## src/rtl/wishbone_arbiter.sv

```systemverilog
// Two-master Wishbone arbiter with round-robin tie break and a dead cycle on every handover.
// Optional stalled-strobe watchdog compiled in with WB_ARB_TIMEOUT_EN.
module wishbone_arbiter #(
  parameter logic [15:0] TIMEOUT_CYCLES = 16'd1024
) (
  input  logic        clk,
  input  logic        rst,

  input  logic [31:0] m0_addr_i,
  input  logic [31:0] m0_dat_i,
  output logic [31:0] m0_dat_o,
  input  logic        m0_str_i,
  input  logic        m0_cyc_i,
  input  logic        m0_we_i,
  input  logic [3:0]  m0_sel_i,
  output logic        m0_ack_o,

  input  logic [31:0] m1_addr_i,
  input  logic [31:0] m1_dat_i,
  output logic [31:0] m1_dat_o,
  input  logic        m1_str_i,
  input  logic        m1_cyc_i,
  input  logic        m1_we_i,
  input  logic [3:0]  m1_sel_i,
  output logic        m1_ack_o,

  output logic [31:0] s_addr_o,
  output logic [31:0] s_dat_o,
  input  logic [31:0] s_dat_i,
  output logic        s_str_o,
  output logic        s_cyc_o,
  output logic        s_we_o,
  output logic [3:0]  s_sel_o,
  input  logic        s_ack_i,

  output logic [1:0]  grant,
  output logic        timeout
);

  typedef enum logic [1:0] {
    IDLE   = 2'd0,
    GRANT0 = 2'd1,
    GRANT1 = 2'd2
  } state_t;

  state_t r_state;
  state_t w_stateNext;
  logic   r_lastOwner;
  logic   w_toExpire;

`ifdef WB_ARB_TIMEOUT_EN
  logic [15:0] r_toCount;
  logic        w_stall;

  assign w_stall    = (r_state != IDLE) && s_str_o && !s_ack_i;
  assign w_toExpire = (r_state != IDLE) && (r_toCount == TIMEOUT_CYCLES);

  // Counts consecutive stalled strobe cycles of the current owner
  always_ff @(posedge clk) begin
    if (rst) begin
      r_toCount <= 16'd0;
    end else if (w_toExpire || !w_stall) begin
      r_toCount <= 16'd0;
    end else begin
      r_toCount <= r_toCount + 16'd1;
    end
  end

  assign timeout = w_toExpire;
`else
  assign w_toExpire = 1'b0;
  assign timeout    = 1'b0;
`endif

  always_ff @(posedge clk) begin
    if (rst) begin
      r_state     <= IDLE;
      r_lastOwner <= 1'b1;
    end else begin
      r_state <= w_stateNext;
      if (r_state == IDLE && w_stateNext == GRANT0) begin
        r_lastOwner <= 1'b0;
      end else if (r_state == IDLE && w_stateNext == GRANT1) begin
        r_lastOwner <= 1'b1;
      end
    end
  end

  // Grants are only issued from IDLE, so every handover costs one dead cycle
  always_comb begin
    w_stateNext = r_state;
    case (r_state)
      IDLE: begin
        if (m0_cyc_i && m1_cyc_i) begin
          w_stateNext = r_lastOwner ? GRANT0 : GRANT1;
        end else if (m0_cyc_i) begin
          w_stateNext = GRANT0;
        end else if (m1_cyc_i) begin
          w_stateNext = GRANT1;
        end
      end
      GRANT0: begin
        if (!m0_cyc_i || w_toExpire) begin
          w_stateNext = IDLE;
        end
      end
      GRANT1: begin
        if (!m1_cyc_i || w_toExpire) begin
          w_stateNext = IDLE;
        end
      end
      default: w_stateNext = IDLE;
    endcase
  end

  always_comb begin
    s_addr_o = 32'd0;
    s_dat_o  = 32'd0;
    s_str_o  = 1'b0;
    s_cyc_o  = 1'b0;
    s_we_o   = 1'b0;
    s_sel_o  = 4'd0;
    m0_ack_o = 1'b0;
    m1_ack_o = 1'b0;
    grant    = 2'b00;
    case (r_state)
      GRANT0: begin
        s_addr_o = m0_addr_i;
        s_dat_o  = m0_dat_i;
        s_str_o  = m0_str_i;
        s_cyc_o  = m0_cyc_i;
        s_we_o   = m0_we_i;
        s_sel_o  = m0_sel_i;
        m0_ack_o = s_ack_i;
        grant    = 2'b01;
      end
      GRANT1: begin
        s_addr_o = m1_addr_i;
        s_dat_o  = m1_dat_i;
        s_str_o  = m1_str_i;
        s_cyc_o  = m1_cyc_i;
        s_we_o   = m1_we_i;
        s_sel_o  = m1_sel_i;
        m1_ack_o = s_ack_i;
        grant    = 2'b10;
      end
      default: ;
    endcase
  end

  assign m0_dat_o = s_dat_i;
  assign m1_dat_o = s_dat_i;

endmodule
```

## config.mk

```make
export PLATFORM = sky130hd
export DESIGN_NAME = wishbone_arbiter
export DESIGN_NICKNAME = d
export VERILOG_FILES = /design/src/rtl/wishbone_arbiter.sv
export SDC_FILE = /design/constraint.sdc
export NUM_CORES = 1
export LEC_CHECK = 0
export BUFFER_PORTS_ARGS = -buffer_cell sky130_fd_sc_hd__buf_2
export CORE_AREA = 10 10 113 115
export DETAILED_ROUTE_END_ITERATION = 16
export DIE_AREA = 0 0 123 125
export PLACE_DENSITY = 0.63
export SETUP_SLACK_MARGIN = 0.05
export SYNTH_ARGS = -nofsm -noshare
export SYNTH_HDL_FRONTEND = slang
export SYNTH_SLANG_ARGS = --single-unit
```

## constraint.sdc

```tcl
create_clock -name clk -period 2.55 [get_ports clk]
set_input_delay 0.6375 -clock clk [delete_from_list [all_inputs] [get_ports clk]]
set_output_delay 0.6375 -clock clk [all_outputs]
set_load 0.01 [all_outputs]
```

After elaboration in Yosys (flattened, before gate mapping)
Cells that the tools add are included.
W data, S select, Z words.
{"block": "op_classes", "n_eq_ne": 4, "n_mux": 18, "reduce_logical": 5}
{"operator": "$pmux W32 S2", "n": 2}
{"operator": "$mux W2", "n": 6}
{"operator": "$pmux W4 S2", "n": 1}
{"operator": "$pmux W1 S2", "n": 3}
{"operator": "$pmux W2 S3", "n": 1}
{"operator": "$eq A2 B1 Y1 const B", "n": 2}
{"operator": "$eq A2 B2 Y1 const B", "n": 2}
{"operator": "$mux W1", "n": 4}
{"operator": "$pmux W2 S2", "n": 1}
{"operator": "$logic_and A1 B1 Y1", "n": 3}
{"operator": "$logic_not A2 Y1", "n": 1}
{"operator": "$reduce_bool A2 Y1", "n": 1}
{"block": "totals", "reg_bits": 3, "input_bits": 177, "out_inout_bits": 140, "word_cells": 29}

Longest topological paths before layout
{"block": "logic_depth", "word_depth": 8, "depth_mapped": 6}

Least setup slack after synthesis
OpenSTA, ideal clock, no wires.
{"block": "synth_path", "path_type": "reg-to-output", "from": "register r_state[1]", "to": "output s_addr_o[0]", "t_arrival_ns": 1.537, "required_time_ns": 1.913, "path_slack_ns": 0.375, "path_stages_with_launch": 7, "cell_sequence": "dfxtp_1 inv_1 ha_1 clkbuf_1 clkbuf_1 a22oi_1 nor2b_1"}
{"block": "synth_via", "elab_chain_cells": 2, "word_cells_on_any_way": 3, "cone_classes": "2 x eq/ne; 1 x mux"}
{"element": "from (decl)", "line": "46", "rtl": "state_t r_state;"}
{"element": "from (signal assigned)", "line": "80", "rtl": "r_state <= w_stateNext;"}
{"element": "$eq A2 B2 Y1 / $eq A2 B1 Y1 (equally long branches)", "line": "126", "rtl": "case (r_state)"}
{"element": "$pmux W32 S2 (*)", "line": "126"}
{"element": "to (decl)", "line": "27", "rtl": "output logic [31:0] s_addr_o,"}
Mark *: on every way between the ends. The rest lies on a longest branch, timed or not.

Worst setup path in the final report
{"block": "layout_path", "from": "register r_state[0]", "to": "output s_dat_o[26]"}
{"block": "layout_via", "elab_chain_cells": 2, "word_cells_on_any_way": 3, "cone_classes": "2 x eq/ne; 1 x mux"}
{"element": "$eq A2 B2 Y1 / $eq A2 B1 Y1 (equally long branches)", "line": "126"}
{"element": "$pmux W32 S2 (*)", "line": "126"}
{"element": "to (decl)", "line": "28", "rtl": "output logic [31:0] s_dat_o,"}
Marked as above.

==> results.yml <==
outcome:
  status: "finished clean"
final_layout:
  area.growth.synth_to_final_pct: 43.6
  diodes: 0
  drive_gt1_share_pct: 56.8
  multi_input_area_mm2: 0.00119
  nets: 586
  n_fill_cell: 1179
  regArea_um2: 60.1
  final_core_util_pct: 24.8
floorplan:
  die_w_um: 123
  die_area_mm2: 0.0154
  ioPinCount: 317
  rows: 38
  start_util_pct: 17.3
  coreArea_mm2: 0.0106
  die_y_um: 125
synthesis:
  ys_seq_area_share_pct: 3.28
  ys_types: 25
  synth_top_cell_area_share_pct: 29.1
  synthesis.nets: 445
  yosysMostFrequentCell: "a22oi_1"
  synth_edf_count: 0
  syn_area_mm2: 0.00183
  yosysTopAreaCell: "a22oi_1"
  synth-seq-cells: 3
  synth_async_sr_flop_share_pct: 0
  syn_area_per_cell_um2: 6.96
  yosys-top-cells-count: "a22oi_1, nor2b_1, buf_4"
  yosys-top-cells-area: "a22oi_1, buf_4, nor2b_1"
  synthCells: 263
  ys_warn_count: 0
  ys.flop_type: "dfxtp_1"
timing:
  grt_setup_unrepaired: "true"
  final.min_clock_period_ns: 2.37
  timing.fmax_mhz: 421
  fin_tns_setup_ns: 0
  report.final.slew_viol_count: 0
  finClkSkew_ns: 0.00372
  finalHoldViolCount: 0
  finalCritPeriodShare_pct: 93.1
  setup_viol: 0
grt:
  grt_usage_pct: 10.0
  first_global_vias: 2537
  antenna_found_initial: 0
  grt_overflow: 0
  grt_pass1_wl_um: 12900
  grt_max_degree: 74
drt:
  vias: 2398
  via_per_inst: 4.42
  detail_route.wl_per_cell_um: 16.6
  remaining_drc_errors: 0
  final_antenna_net_count: 0
  drt-met1-wl_um: 3110
  totalWireLength_um: 9010
  highest_layer: "met4"
  wl_met2_um: 4590
  wl_met3_um: 1150
  dr.pass1.iters: 4
  drt_iter0_drc: 58
critical_path:
  critPathLaunchType: "flop"
  r2r_start: "r_state[0]$_SDFF_PP0_"
  required_ns: 1.91
  crit_start: "r_state[0]$_SDFF_PP0_"
  reg2reg_to: "r_lastOwner$_SDFFE_PP1P_"
  crit_path_end_kind: "output pin"
  r2r_cells: 7
  worstSetupPathType: "reg2out"
  r2r_slack_ns: 0.37
  crit_fanout: 36
  worst_ep_arrival_time_ns: 1.74
clock_tree:
  clk_pin_slew_ns: 0.03
  numCtsBuffers: 3
  h-tree-depth: 1
  cts_tree: "done"
  cts_hold_buffers: 0
  clk_latency_ns: 0.22
  cts_buffer_depth: 2
  cts.sinks: 3
  clockRootBuffer: "clkbuf_8"
min_path:
  hp-start: "r_state[1]$_SDFF_PP0_"
  min_path_cells: 2
  min_path_type: "reg2reg"
  min_to: "r_state[1]$_SDFF_PP0_"
power:
  power.density_mw_per_mm2: 358
  ir_drop_mv: 0.115
  leakage_nw: 1.32
run:
  drv_cap: 0
place:
  io_buffers: 219
  dpl.hpwl_um: 7720
  gp_congestion: 0.798
==> report_power, final <==
| group | internal (mW) | leakage, nW | switching (mW) |
|---|---|---|---|
| clock | 0.107 | 0.0228 | 0.0331 |
| sequential | 0.0555 | 0.0248 | 0.0108 |
| combinational | 0.355 | 1.27 | 0.379 |
| total | 0.517 | 1.32 | 0.423 |
==> routing by layer <==
layer	vias to the layer above	global-route usage, %
li1	1144	-
met1	1088	9.81
met2	141	18.9
met3	25	4.28
met4	0	2.26
met5	-	0
==> how the worst max path moves through the flow <==
stage	slack, ns	end	depth (start not counted)
after floorplan	0.38	s_addr_o[0]	6
after global placement	0.49	s_dat_o[30]	6
after detailed placement	0.35	r_lastOwner$_SDFFE_PP1P_	7
after CTS	0.16	s_dat_o[26]	6
after global routing	0.03	s_dat_o[27]	6
final	0.18	s_dat_o[26]	6
==> sequential cells by signal, indices dropped and copies added, names as in the netlist <==
register     cells
r_lastOwner      1
r_state          2
==> kinds of logic (layout without fill, tap and decap cells) <==
kind of cell / Yosys count / count (layout) / synth area share (%)
fa+ha+maj: 5 / 5 / 3.42
compound gates: 83 / 83 / 33.9
flops: 3 / 3 / 3.28
other cells: 1 / 1 / 0.205
simple gates: 81 / 81 / 27.4
buf+inv: 90 / 230 / 31.8
==> per-stage QoR <==
stage / std cells / setup WS [ns] / power, mW / area, µm² / hold slack [ns]
after floorplan: 263 / 0.375 / 0.612 / 1830 / 0.521
after global placement: 539 / 0.486 / 0.780 / 2580 / 0.578
after detailed placement: 539 / 0.355 / 0.805 / 2580 / 0.586
after CTS: 543 / 0.158 / 0.949 / 2630 / 0.590
after global routing: 543 / 0.0269 / 1.02 / 2630 / 0.624
final: 543 / 0.177 / 0.940 / 2630 / 0.587
==> critical path, stage by stage (launching register included) <==
cell and delay, ns:
dfxtp_1 0.35, inv_1 0.13, ha_2 0.22, buf_4 0.34
a22oi_1 0.17, nor2b_1 0.14, buf_2 0.14
==> timing repair <==
item,4_1_cts,5_1_grt
resized for setup,0,0
buffers inserted,0,0
endpoints found under the setup margin,0,3
==> placed cells by master (no fill, tap or decap), types with 3 or more instances in the layout <==
cell      Yosys  layout
buf_2         0     219
clkbuf_8      0       3
a22oi_1      71      71
and2_1        3       3
dfxtp_1       3       3
ha_1          5       3
buf_4        65       4
nor2b_1      70      70
o21ai_0       4       4
==> area by class of cell <==
class                           instances  share of cell area [%]
Clock buffer                            4                    1.72
Timing Repair Buffer                  224                    43.6
Multi-Input combinational cell        170                    45.4
Sequential cell                         3                    2.29
Tap cell                              140                    6.67
Inverter                                2                   0.286
Note: power is estimated with default switching activity, not from simulation.
